## src/rtl/error_event_queue.sv

```systemverilog
// error_event_queue
// Turns a level-sensitive error flag into discrete timestamped events.
// Each 0->1 transition of error_i is stamped with a free-running cycle counter.
// The stamp goes into a show-ahead FIFO that a consumer drains over valid/ready.
// Saturating counters record every edge and every event lost to a full FIFO.
//
// Ports:
//   clk           rising-edge clock
//   rst           synchronous active-high reset
//   error_i       level error flag (synchronous to clk)
//   clr_i         one-cycle pulse; clears evt_count_o, drop_count_o, overflow_o
//   evt_valid_o   FIFO head holds an event
//   evt_ready_i   consumer accepts the head (pop on valid & ready)
//   evt_ts_o      timestamp of the head entry, 0 when the FIFO is empty
//   evt_count_o   saturating count of all detected edges
//   drop_count_o  saturating count of edges lost to a full FIFO
//   overflow_o    sticky flag, set on the first drop
//
// DEPTH must be a power of two and at least 2.
module error_event_queue #(
  parameter int unsigned TS_W  = 16,
  parameter int unsigned DEPTH = 4,
  parameter int unsigned CNT_W = 8
) (
  input  logic             clk,
  input  logic             rst,
  input  logic             error_i,
  input  logic             clr_i,
  output logic             evt_valid_o,
  input  logic             evt_ready_i,
  output logic [TS_W-1:0]  evt_ts_o,
  output logic [CNT_W-1:0] evt_count_o,
  output logic [CNT_W-1:0] drop_count_o,
  output logic             overflow_o
);

  localparam int unsigned AW = $clog2(DEPTH);
  localparam int unsigned PW = AW + 1;

  logic [TS_W-1:0]  ts;
  logic             err_q;
  logic [TS_W-1:0]  mem [DEPTH];
  logic [PW-1:0]    rd_ptr;
  logic [PW-1:0]    wr_ptr;
  logic [CNT_W-1:0] evt_cnt;
  logic [CNT_W-1:0] drop_cnt;
  logic             ovf;

  logic             err_edge;
  logic             empty;
  logic             full;
  logic             pop;
  logic             push;
  logic             drop;
  logic [CNT_W-1:0] evt_cnt_nxt;
  logic [CNT_W-1:0] drop_cnt_nxt;
  logic             ovf_nxt;

  // Edge detect and FIFO status; full uses the extra pointer wrap bit.
  always_comb begin
    err_edge = error_i & ~err_q;
    empty    = (rd_ptr == wr_ptr);
    full     = (rd_ptr[AW] != wr_ptr[AW]) &&
               (rd_ptr[AW-1:0] == wr_ptr[AW-1:0]);
    pop      = ~empty & evt_ready_i;
    // A pop in the same cycle frees a slot, so a full FIFO still accepts the push.
    push     = err_edge & (~full | pop);
    drop     = err_edge & full & ~pop;
  end

  // Counter next-state: clear is applied first, then this cycle's edge/drop.
  always_comb begin
    evt_cnt_nxt  = clr_i ? '0 : evt_cnt;
    drop_cnt_nxt = clr_i ? '0 : drop_cnt;
    ovf_nxt      = clr_i ? 1'b0 : ovf;
    if (err_edge && (evt_cnt_nxt != {CNT_W{1'b1}})) begin
      evt_cnt_nxt = evt_cnt_nxt + CNT_W'(1);
    end
    if (drop) begin
      ovf_nxt = 1'b1;
      if (drop_cnt_nxt != {CNT_W{1'b1}}) begin
        drop_cnt_nxt = drop_cnt_nxt + CNT_W'(1);
      end
    end
  end

  // Timestamp, edge history, pointers and counters.
  always_ff @(posedge clk) begin
    if (rst) begin
      ts       <= '0;
      err_q    <= 1'b0;
      rd_ptr   <= '0;
      wr_ptr   <= '0;
      evt_cnt  <= '0;
      drop_cnt <= '0;
      ovf      <= 1'b0;
    end else begin
      ts       <= ts + TS_W'(1);
      err_q    <= error_i;
      evt_cnt  <= evt_cnt_nxt;
      drop_cnt <= drop_cnt_nxt;
      ovf      <= ovf_nxt;
      if (pop) begin
        rd_ptr <= rd_ptr + PW'(1);
      end
      if (push) begin
        wr_ptr <= wr_ptr + PW'(1);
      end
    end
  end

  // FIFO storage; contents are only observed through the pointers.
  always_ff @(posedge clk) begin
    if (!rst && push) begin
      mem[wr_ptr[AW-1:0]] <= ts;
    end
  end

  // Outputs derive from registered state only.
  always_comb begin
    evt_valid_o  = ~empty;
    evt_ts_o     = empty ? '0 : mem[rd_ptr[AW-1:0]];
    evt_count_o  = evt_cnt;
    drop_count_o = drop_cnt;
    overflow_o   = ovf;
  end

endmodule

```

## config.mk

```make
export PLATFORM = sky130hd
export DESIGN_NAME = error_event_queue
export DESIGN_NICKNAME = d
export VERILOG_FILES = /design/src/rtl/error_event_queue.sv
export SDC_FILE = /design/constraint.sdc
export NUM_CORES = 1
export LEC_CHECK = 0
export ABC_AREA = 1
export BUFFER_PORTS_ARGS = -buffer_cell sky130_fd_sc_hd__buf_2
export CAP_MARGIN = 20
export CORE_MARGIN = 1
export CORE_UTILIZATION = 54
export CTS_CLUSTER_SIZE = 28
export DETAILED_ROUTE_END_ITERATION = 12
export MAX_ROUTING_LAYER = met4
export PLACE_DENSITY = 0.83
export REMOVE_ABC_BUFFERS = 1
export SLEW_MARGIN = 30
export SYNTH_ARGS = -nofsm -noshare
export SYNTH_HDL_FRONTEND = slang
export SYNTH_SLANG_ARGS = --single-unit
```

## constraint.sdc

```tcl
create_clock -name clk -period 2.3 [get_ports clk]
set_input_delay 0.23 -clock clk [delete_from_list [all_inputs] [get_ports clk]]
set_output_delay 0.23 -clock clk [all_outputs]
set_load 0.05 [all_outputs]
```

==> metrics.yaml, run 1 <==
synth_top_family_by_area: "simple AND/OR/NAND/NOR gates"
worst_setup_path_start_kind: "flop"
drcViolationCount: 0
avgSynthCellArea_um2: 9.064
power_density_nw_per_um2: 734.1
cp-end-kind: "primary output"
die_height_um: 97.21
min_path_cells: 3
yosys.area_share.simple_pct: 24.41
muxShareOfSynthArea_pct: 0
worst_ep_required_time_ps: 2070
wl_um: 9341
tightest_slew_ps: 673.9
synthDistinctLibCells: 29
yosys_warnings: 0
period_share_pct: 92.33
cp_slowest_stage_delay_ps: 320
post-place-cells: 676
critPathCapture: "evt_ts_o[12]"
cp_max_fo: 24
finalNetCount: 592
cts_buffer_depth: 2
rows: 34
first_iter_violations: 187
met3_length_um: 452
path_cells: "inv_1, buf_12, nor2_1, o32ai_1, nand2_1, inv_1, buf_2"
worstSetupPathType: "reg2out"
core_area_um2: 8763
dp_hpwl_um: 6268
synth_top_area_cell: "edfxtp_1"
syn_to_final_growth_pct: 10.20
post_cts_buffers: 0
ant_nets: 0
hold_buffers: 0
via_per_inst: 5.322
status: "completed"
hold_class: "in2reg"
crit_path_frequent_cell: "inv_1"
root_buffer: "clkbuf_8"
drive_gt1_share_pct: 18.32
cts-buffers-inserted: 9
grt_usage_pct: 21.66
hold_viol: 0
die_w_um: 97.21
synth_top_area_share_pct: 39.26
leakage_nw: 2.179
skew_ps: 15.16
cts_resized: 0
grt_max_degree: 33
cts_tree: "built"
fin_util_pct: 61.55
antenna_found_initial: 0
synth_compound_area_share_pct: 8.819
timing.slew.headroom_pct: 55.07
globalplace.congestion: 0.9000
wl_per_cell_um: 13.50
initial_core_util_pct: 55.85
clk_latency_ps: 370
synth_area_um2: 4895
io_buffers: 38
syn-instance-count: 540
io-pin-count: 39
diodes: 0
ys_ff_latch: 106
synth_edf_count: 64
setup_viol: 0
slowest_stage: "dfxtp_1"
synth_top_flop_cell: "edfxtp_1"
fin_cells: 692
path_clk_slew_ps: 110
reg2reg_slack_ps: 570
yosysSeqAreaShare_pct: 56.44
grt_pass1_vias: 3638
fin_ws_ps: 176.4
grt.overflow.total: 0
htreeDepth: 3
slew_violations: 0
fin_total_pwr_mw: 3.960
clock-sinks: 106
wl_met1_um: 4107
r2r_cells: 7
synth_xor_area_share_pct: 0.8947
async_flop_share_pct: 0
top_layer_used: "met4"
fill_cells: 728
vias: 3683
grt_pass1_wl_um: 16180
dieArea_um2: 9449
synth_fa_ha_area_share_pct: 2.045
ir_worst_vdd_v: 0.0004302
rsz0062_at_grt: "no"
dr_wl_met2_um: 4703
place_ws_ps: 563.4
period_needed_ps: 2124
timing.rr.end: "mem[0][8]$_DFFE_PP_"
rr_startpoint: "rd_ptr[0]$_SDFFE_PP0P_"
hold_ws_ps: 108.4
max_freq_mhz: 470.9
synth_area_leaders: "edfxtp_1 (39%), dfxtp_1 (17%), nand2_1 (7.7%)"
first_pass_iters: 5
max_cap_viol_count: 0
arrival_ps: 1890
-- registers in the layout, indices dropped and copies added, names as in the netlist, named ones only --
| signal | flops |
|---|---|
| drop_count_o | 8 |
| err_q | 1 |
| evt_count_o | 8 |
| mem | 64 |
| overflow_o | 1 |
| rd_ptr | 3 |
| ts | 16 |
| wr_ptr | 3 |
-- worst min-delay path by stage --
stage	from	endpoint	slack [ps]
after floorplan	rst	evt_count_o[7]$_SDFF_PP0_	290
after global placement	overflow_o$_SDFFE_PP0P_	overflow_o$_SDFFE_PP0P_	450
after detailed placement	error_i	err_q$_SDFF_PP0_	470
after CTS	error_i	err_q$_SDFF_PP0_	90
after global routing	error_i	err_q$_SDFF_PP0_	100
final	error_i	err_q$_SDFF_PP0_	110
-- per-layer routing --
layer	vias to the layer above	track usage [%]
met3	6	3.022
met5	-	-
met1	1709	25.96
met2	103	36.73
li1	1865	-
met4	0	9.185
-- stage by stage --
step / setup TNS [ps] / instance area (um^2)
after floorplan: -9619 / 4793
after global placement: 0 / 5211
after CTS: 0 / 5394
final: 0 / 5394
after detailed placement: 0 / 5211
after global routing: 0 / 5394
-- synth_stat cells, types with 5 or more instances --
cell	number
nand2_1	100
dfxtp_1	42
inv_2	8
nor2_1	90
nand4_1	5
a21oi_1	25
inv_1	57
clkbuf_1	8
nand3_1	32
nor2_2	8
buf_2	6
edfxtp_1	64
nand2_2	8
o32ai_1	16
ha_1	8
o21ai_0	28
-- final cells by class --
| class | count | area, um^2 | share of cell area, % |
|---|---|---|---|
| flip-flops and latches | 106 | 2763 | 51.22 |
| clock inverters | 6 | 55.05 | 1.021 |
| multi-input cells | 350 | 1790 | 33.19 |
| well taps | 108 | 135.1 | 2.505 |
| inverters | 66 | 260.3 | 4.825 |
| repair buffers | 46 | 262.8 | 4.871 |
| clock buffers | 10 | 127.6 | 2.366 |
-- worst max-delay path: cells and delay by family (launching register included) --
kind	cells	cell delay (ps)
compound gates	1	250
buf+inv	4	790
flops	1	320
simple gates	2	150
-- cells by family (layout without fill, tap and decap cells) --
kind of cell | count (synthesis) | in the layout
buffers and inverters | 84 | 128
flip-flops | 106 | 106
XOR/XNOR | 5 | 5
adder cells (fa/ha/maj) | 8 | 8
AND/OR/NAND/NOR | 265 | 265
AO/OA/AOI/OAI | 72 | 72
-- power by group --
| part | total (mW) | internal, mW | switching [mW] |
|---|---|---|---|
| combinational | 0.813 | 0.203 | 0.610 |
| clock | 1.08 | 0.417 | 0.660 |
| sequential | 2.07 | 2.04 | 0.0291 |
| total | 3.96 | 2.66 | 1.30 |
-- placed cells by master, fill, tap and decap left out, types with 5 or more instances in the layout --
cell type	synthesis	final
buf_2	6	38
edfxtp_1	64	64
ha_1	8	8
clkbuf_8	0	9
nand2_1	100	100
nand3_1	32	32
dfxtp_1	42	42
inv_2	8	8
nor2_2	8	8
inv_1	57	57
nand2_2	8	8
buf_4	1	7
nand4_1	5	5
a21oi_1	25	25
nor2_1	90	90
o32ai_1	16	16
o21ai_0	28	28
(Power assumes the default switching activity.)
==> run 2: changes to the inputs <==
--- a/config.mk
+++ b/config.mk
@@ -5,16 +5,14 @@
 export SDC_FILE = /design/constraint.sdc
 export NUM_CORES = 1
 export LEC_CHECK = 0
-export ABC_AREA = 1
 export BUFFER_PORTS_ARGS = -buffer_cell sky130_fd_sc_hd__buf_2
 export CAP_MARGIN = 20
 export CORE_MARGIN = 1
-export CORE_UTILIZATION = 54
+export CORE_UTILIZATION = 53
 export CTS_CLUSTER_SIZE = 28
 export DETAILED_ROUTE_END_ITERATION = 12
 export MAX_ROUTING_LAYER = met4
-export PLACE_DENSITY = 0.83
-export REMOVE_ABC_BUFFERS = 1
+export PLACE_DENSITY = 0.82
 export SLEW_MARGIN = 30
 export SYNTH_ARGS = -nofsm -noshare
 export SYNTH_HDL_FRONTEND = slang
==> run 2 against run 1 <==
Flip-flop and latch count stayed put; maximum frequency is 1.9% lower; highest routed layer unchanged; critical path type unchanged; worst setup slack got worse by 41 ps; sequential share of layout area up 2.4 points; count of clock-buffer cells in the layout shrank 1; worst hold slack better by 16 ps; register-to-register slack worse by 210 ps.
==> metrics.yaml, run 2 <==
status: "completed"
synth_xor_area_share_pct: 3.646
post-place-cells: 482
path_clk_slew_ps: 100
ir_worst_vdd_v: 0.0003531
worst_ep_required_time_ps: 2070
synth_top_family_by_area: "simple AND/OR/NAND/NOR gates"
p_switching_mw: 1.310
yosysSeqAreaShare_pct: 60.99
skew_ps: 7.100
die_height_um: 94.45
dp_hpwl_um: 5518
diodes: 0
seqPwrFrac_pct: 48.2
cts_buffer_depth: 2
grt_pass1_wl_um: 13310
synth_compound_area_share_pct: 5.912
cp_max_fo: 16
period_needed_ps: 2165
grt_pass1_vias: 2708
antenna_found_initial: 0
async_flop_share_pct: 0
worst_setup_path_start_kind: "flop"
first_pass_iters: 4
synth_fa_ha_area_share_pct: 2.210
synthDistinctLibCells: 50
max_freq_mhz: 461.9
wl_um: 8123
syn-instance-count: 339
yosys.area_share.simple_pct: 15.77
finalNetCount: 401
drive_gt1_share_pct: 24.43
rows: 33
p_comb_share_pct: 21.5
switching_share_pct: 30.43
muxShareOfSynthArea_pct: 9.337
first_iter_violations: 140
p_clk_share_pct: 30.2
hold_buffers: 0
root_buffer: "clkbuf_8"
arrival_ps: 1930
grt_usage_pct: 20.60
place_ws_ps: 352.0
cts_resized: 0
tightest_slew_ps: 721.9
timing.slew.headroom_pct: 51.87
synth_edf_count: 64
core_area_um2: 8258
largest_reg_flops: 64
dieArea_um2: 8920
ys_ff_latch: 106
via_per_inst: 5.608
die_w_um: 94.45
ys_top_cells_by_count: "edfxtp_1 (64), dfxtp_1 (42), nor2_1 (27), nand2_1 (18), mux4_2 (16)"
power_density_nw_per_um2: 835.6
leakage_nw: 1.929
synth_top_flop_cell: "edfxtp_1"
initial_core_util_pct: 54.85
wl_per_cell_um: 16.31
rsz0062_at_grt: "no"
cts-buffers-inserted: 9
hold_viol: 0
cts_tree: "built"
yosys_warnings: 0
htreeDepth: 3
clk_latency_ps: 370
avgSynthCellArea_um2: 13.36
fin_cells: 498
grt_max_degree: 40
yosysMostFrequentCell: "edfxtp_1"
io_buffers: 38
vias: 2793
globalplace.congestion: 0.8785
hold_ws_ps: 124.3
synth_area_um2: 4529
clock-sinks: 106
syn_nets: 352
period_share_pct: 94.12
worstSetupPathType: "reg2out"
hold_start: "error_i"
hold_class: "in2reg"
layout_common_cells: "edfxtp_1 (64), dfxtp_1 (41), buf_2 (38)"
cp-end-kind: "primary output"
final_common_cell: "edfxtp_1"
tns_ps: 0
io-pin-count: 39
p_int_mw: 2.996
setup_viol: 0
max_cap_viol_count: 0
synth_top_area_cell: "edfxtp_1"
rr_startpoint: "drop_count_o[0]$_SDFF_PP0_"
slew_violations: 0
drcViolationCount: 0
syn_to_final_growth_pct: 13.78
fin_util_pct: 62.41
synth_area_leaders: "edfxtp_1 (42%), dfxtp_1 (19%), mux4_2 (8.0%)"
ant_nets: 0
fin_ws_ps: 135.2
synth_top_area_share_pct: 42.43
grt.overflow.total: 0
post_cts_buffers: 0
-- run 2: through the flow --
stage	area, um^2	total power [mW]
floorplan	4534	2.842
global placement	4895	3.024
detailed placement	4895	3.046
CTS	5129	4.332
global route	5154	4.475
finish	5154	4.307
-- run 2: cells by family (layout without fill, tap and decap cells) --
group / Yosys count / after routing
simple gates: 124 / 124
flops: 106 / 106
compound gates: 37 / 37
buf+inv: 24 / 78
mux: 22 / 22
xor+xnor: 18 / 18
fa+ha+maj: 8 / 8
-- run 2: final cells by class --
class | count | area (um^2)
Clock buffer | 9 | 123.9
Clock inverter | 7 | 110.1
Fill cell | 630 | 3104
Inverter | 12 | 45.04
Multi-Input combinational cell | 209 | 1699
Sequential cell | 106 | 2764
Tap cell | 105 | 131.4
Timing Repair Buffer | 50 | 280.3
-- run 2: worst paths after layout --
kind,to,slack (ps),depth (start not counted)
min,err_q$_SDFF_PP0_,120,2
min reg2reg,overflow_o$_SDFFE_PP0P_,500,2
max reg2reg,drop_count_o[1]$_SDFF_PP0_,360,7
max,evt_ts_o[5],140,4
-- run 2: layer usage --
layer | routed length [um] | GRT usage, % | up-vias
li1 | - | - | 1363
met1 | 3710 | 25.41 | 1355
met2 | 4029 | 33.82 | 62
met3 | 288 | 3.543 | 13
met4 | 94 | 8.077 | 0
met5 | 0 | - | -
-- run 2: power by group through the flow --
| stage | registers, mW | logic [mW] | clock network (mW) |
|---|---|---|---|
| after floorplan | 2.12 | 0.725 | 0 |
| after global placement | 2.11 | 0.911 | 0 |
| after detailed placement | 2.12 | 0.929 | 0 |
| after CTS | 2.07 | 0.930 | 1.33 |
| after global routing | 2.08 | 0.991 | 1.40 |
| final | 2.08 | 0.927 | 1.30 |
-- run 2: worst max-delay path, cell delays in order, from the launching register on --
cell and delay (ps):
dfxtp_1 330, buf_4 310, mux4_2 550, and2b_1 170
buf_2 200
==> run 3: changes to the inputs <==
--- a/config.mk
+++ b/config.mk
@@ -5,12 +5,12 @@
 export SDC_FILE = /design/constraint.sdc
 export NUM_CORES = 1
 export LEC_CHECK = 0
-export BUFFER_PORTS_ARGS = -buffer_cell sky130_fd_sc_hd__buf_2
 export CAP_MARGIN = 20
 export CORE_MARGIN = 1
-export CORE_UTILIZATION = 53
+export CORE_UTILIZATION = 57
 export CTS_CLUSTER_SIZE = 28
 export DETAILED_ROUTE_END_ITERATION = 12
+export DONT_BUFFER_PORTS = 1
 export MAX_ROUTING_LAYER = met4
 export PLACE_DENSITY = 0.82
 export SLEW_MARGIN = 30
==> run 3 against run 2 <==
Die area fell by 6.9%; critical path depth did not move; global-route usage grew 2.0 points; critical endpoint is now evt_ts_o[14]; worst setup slack worse by 15 ps; maximum frequency fell by 0.67%; combinational power fell by 2.8%.
==> metrics.yaml, run 3 (same netlist as run 2, synthesis figures left out) <==
place_ws_ps: 217.7
io-pin-count: 39
clock-sinks: 106
die_w_um: 91.14
grt_pass1_vias: 2808
status: "completed"
leakage_nw: 1.823
cts-buffers-inserted: 9
period_share_pct: 94.76
layout_common_cells: "edfxtp_1 (64), dfxtp_1 (42), nor2_1 (27)"
wl_per_cell_um: 17.44
path_clk_slew_ps: 100
clk_latency_ps: 370
cts_tree: "built"
setup_viol: 0
core_area_um2: 7687
rsz0062_at_grt: "no"
initial_core_util_pct: 58.92
htreeDepth: 3
hold_class: "in2reg"
cts_buffer_depth: 2
arrival_ps: 1950
dp_hpwl_um: 5578
rows: 32
reg2reg_slack_ps: 240
via_per_inst: 5.845
grt_max_degree: 31
post-place-cells: 456
cp_max_fo: 10
worstSetupPathType: "reg2out"
root_buffer: "clkbuf_8"
tns_ps: 0
fill_cells: 552
period_needed_ps: 2179
fin_cells: 476
max_freq_mhz: 458.8
cp_slowest_stage_delay_ps: 500
skew_ps: 10.61
io_buffers: 0
first_iter_violations: 127
globalplace.congestion: 0.8499
min_path_cells: 2
power_density_nw_per_um2: 792.2
vias: 2782
grt_pass1_wl_um: 13700
max_cap_viol_count: 0
antenna_found_initial: 0
timing.slew.headroom_pct: 55.93
ir_worst_vdd_v: 0.0002836
r2r_cells: 6
grt.overflow.total: 0
diodes: 0
final_common_cell: "edfxtp_1"
wl_um: 8301
hold_start: "rst"
cp-startpoint: "wr_ptr[0]$_SDFFE_PP0P_"
slew_violations: 0
slowest_stage: "dfxtp_1"
worst_ep_required_time_ps: 2070
worst_setup_path_start_kind: "flop"
drcViolationCount: 0
die_height_um: 91.14
worstHoldEndpoint: "evt_count_o[5]$_SDFF_PP0_"
grt_usage_pct: 22.57
syn_to_final_growth_pct: 12.73
dieArea_um2: 8307
first_pass_iters: 4
ant_nets: 0
path_cells: "xor2_4, nor3_4, buf_4, and2b_1"
hold_ws_ps: 31.49
timing.rr.end: "drop_count_o[0]$_SDFF_PP0_"
largest_reg_flops: 64
drive_gt1_share_pct: 19.79
rr_startpoint: "drop_count_o[0]$_SDFF_PP0_"
finalNetCount: 382
cp-end-kind: "primary output"
fin_ws_ps: 120.6
hold_viol: 0
tightest_slew_ps: 660.2
run 3: cell types whose count changed in the layout (fill, tap and decap cells not counted), sizes merged:
cell         delta
bufinv          -2
buf            -20
inv             +1
dlygate4sd3     +1
clkinv          +1
run 3: worst max-delay path by stage:
stage | endpoint | slack [ps]
finish | evt_ts_o[14] | 120
global route | evt_ts_o[15] | 30
CTS | evt_ts_o[14] | 70
detailed placement | mem[1][3]$_DFFE_PP_ | 220
global placement | evt_ts_o[5] | 140
floorplan | evt_ts_o[7] | 90
run 3: power by group:
group | total [mW] | switching, mW | internal [mW] | leakage, nW
combinational | 0.901 | 0.601 | 0.301 | 0.795
sequential | 2.08 | 0.0395 | 2.05 | 0.936
clock | 1.06 | 0.645 | 0.415 | 0.0917
run 3: layout make-up:
type / instances / area (um^2) / share of cell area [%]
timing repair buffer: 31 / 270.3 / 5.293
inverter: 12 / 45.04 / 0.8821
clock inverter: 7 / 60.06 / 1.176
sequential: 106 / 2763 / 54.10
multi-input combinational: 209 / 1717 / 33.62
tap: 102 / 127.6 / 2.499
clock buffer: 9 / 123.9 / 2.426
run 3: critical path: cells and delay by family, from the launching register on:
kind	cells	cell delay, ps
buffers and inverters	1	180
AND/OR/NAND/NOR	2	570
XOR/XNOR	1	330
flip-flops	1	500
run 3: per-stage QoR:
step | instance area, um^2 | total power, mW | utilization [%]
floorplan | 4534 | 2.842 | -
global placement | 4856 | 2.967 | 63.17
detailed placement | 4862 | 2.992 | 63.25
CTS | 5089 | 4.067 | 66.19
global route | 5106 | 4.190 | 66.42
finish | 5106 | 4.045 | 66.42
run 3: timing repair:
| item | in CTS | in global routing |
|---|---|---|
| gates resized for setup | 1 | 2 |
| setup buffers | 2 | 0 |
| hold endpoints to repair | 31 | 0 |
| hold buffers | 2 | 0 |
| endpoints found under the setup margin | 14 | 12 |
| pin swaps | 1 | 0 |
run 3: metal layers:
metal	global-route usage [%]	vias to the layer above	part of all wire, %
met4	10.98	0	2.0
met5	-	-	0
met2	37.63	83	52
li1	-	1321	-
met1	26.49	1364	41
met3	4.188	14	5.2
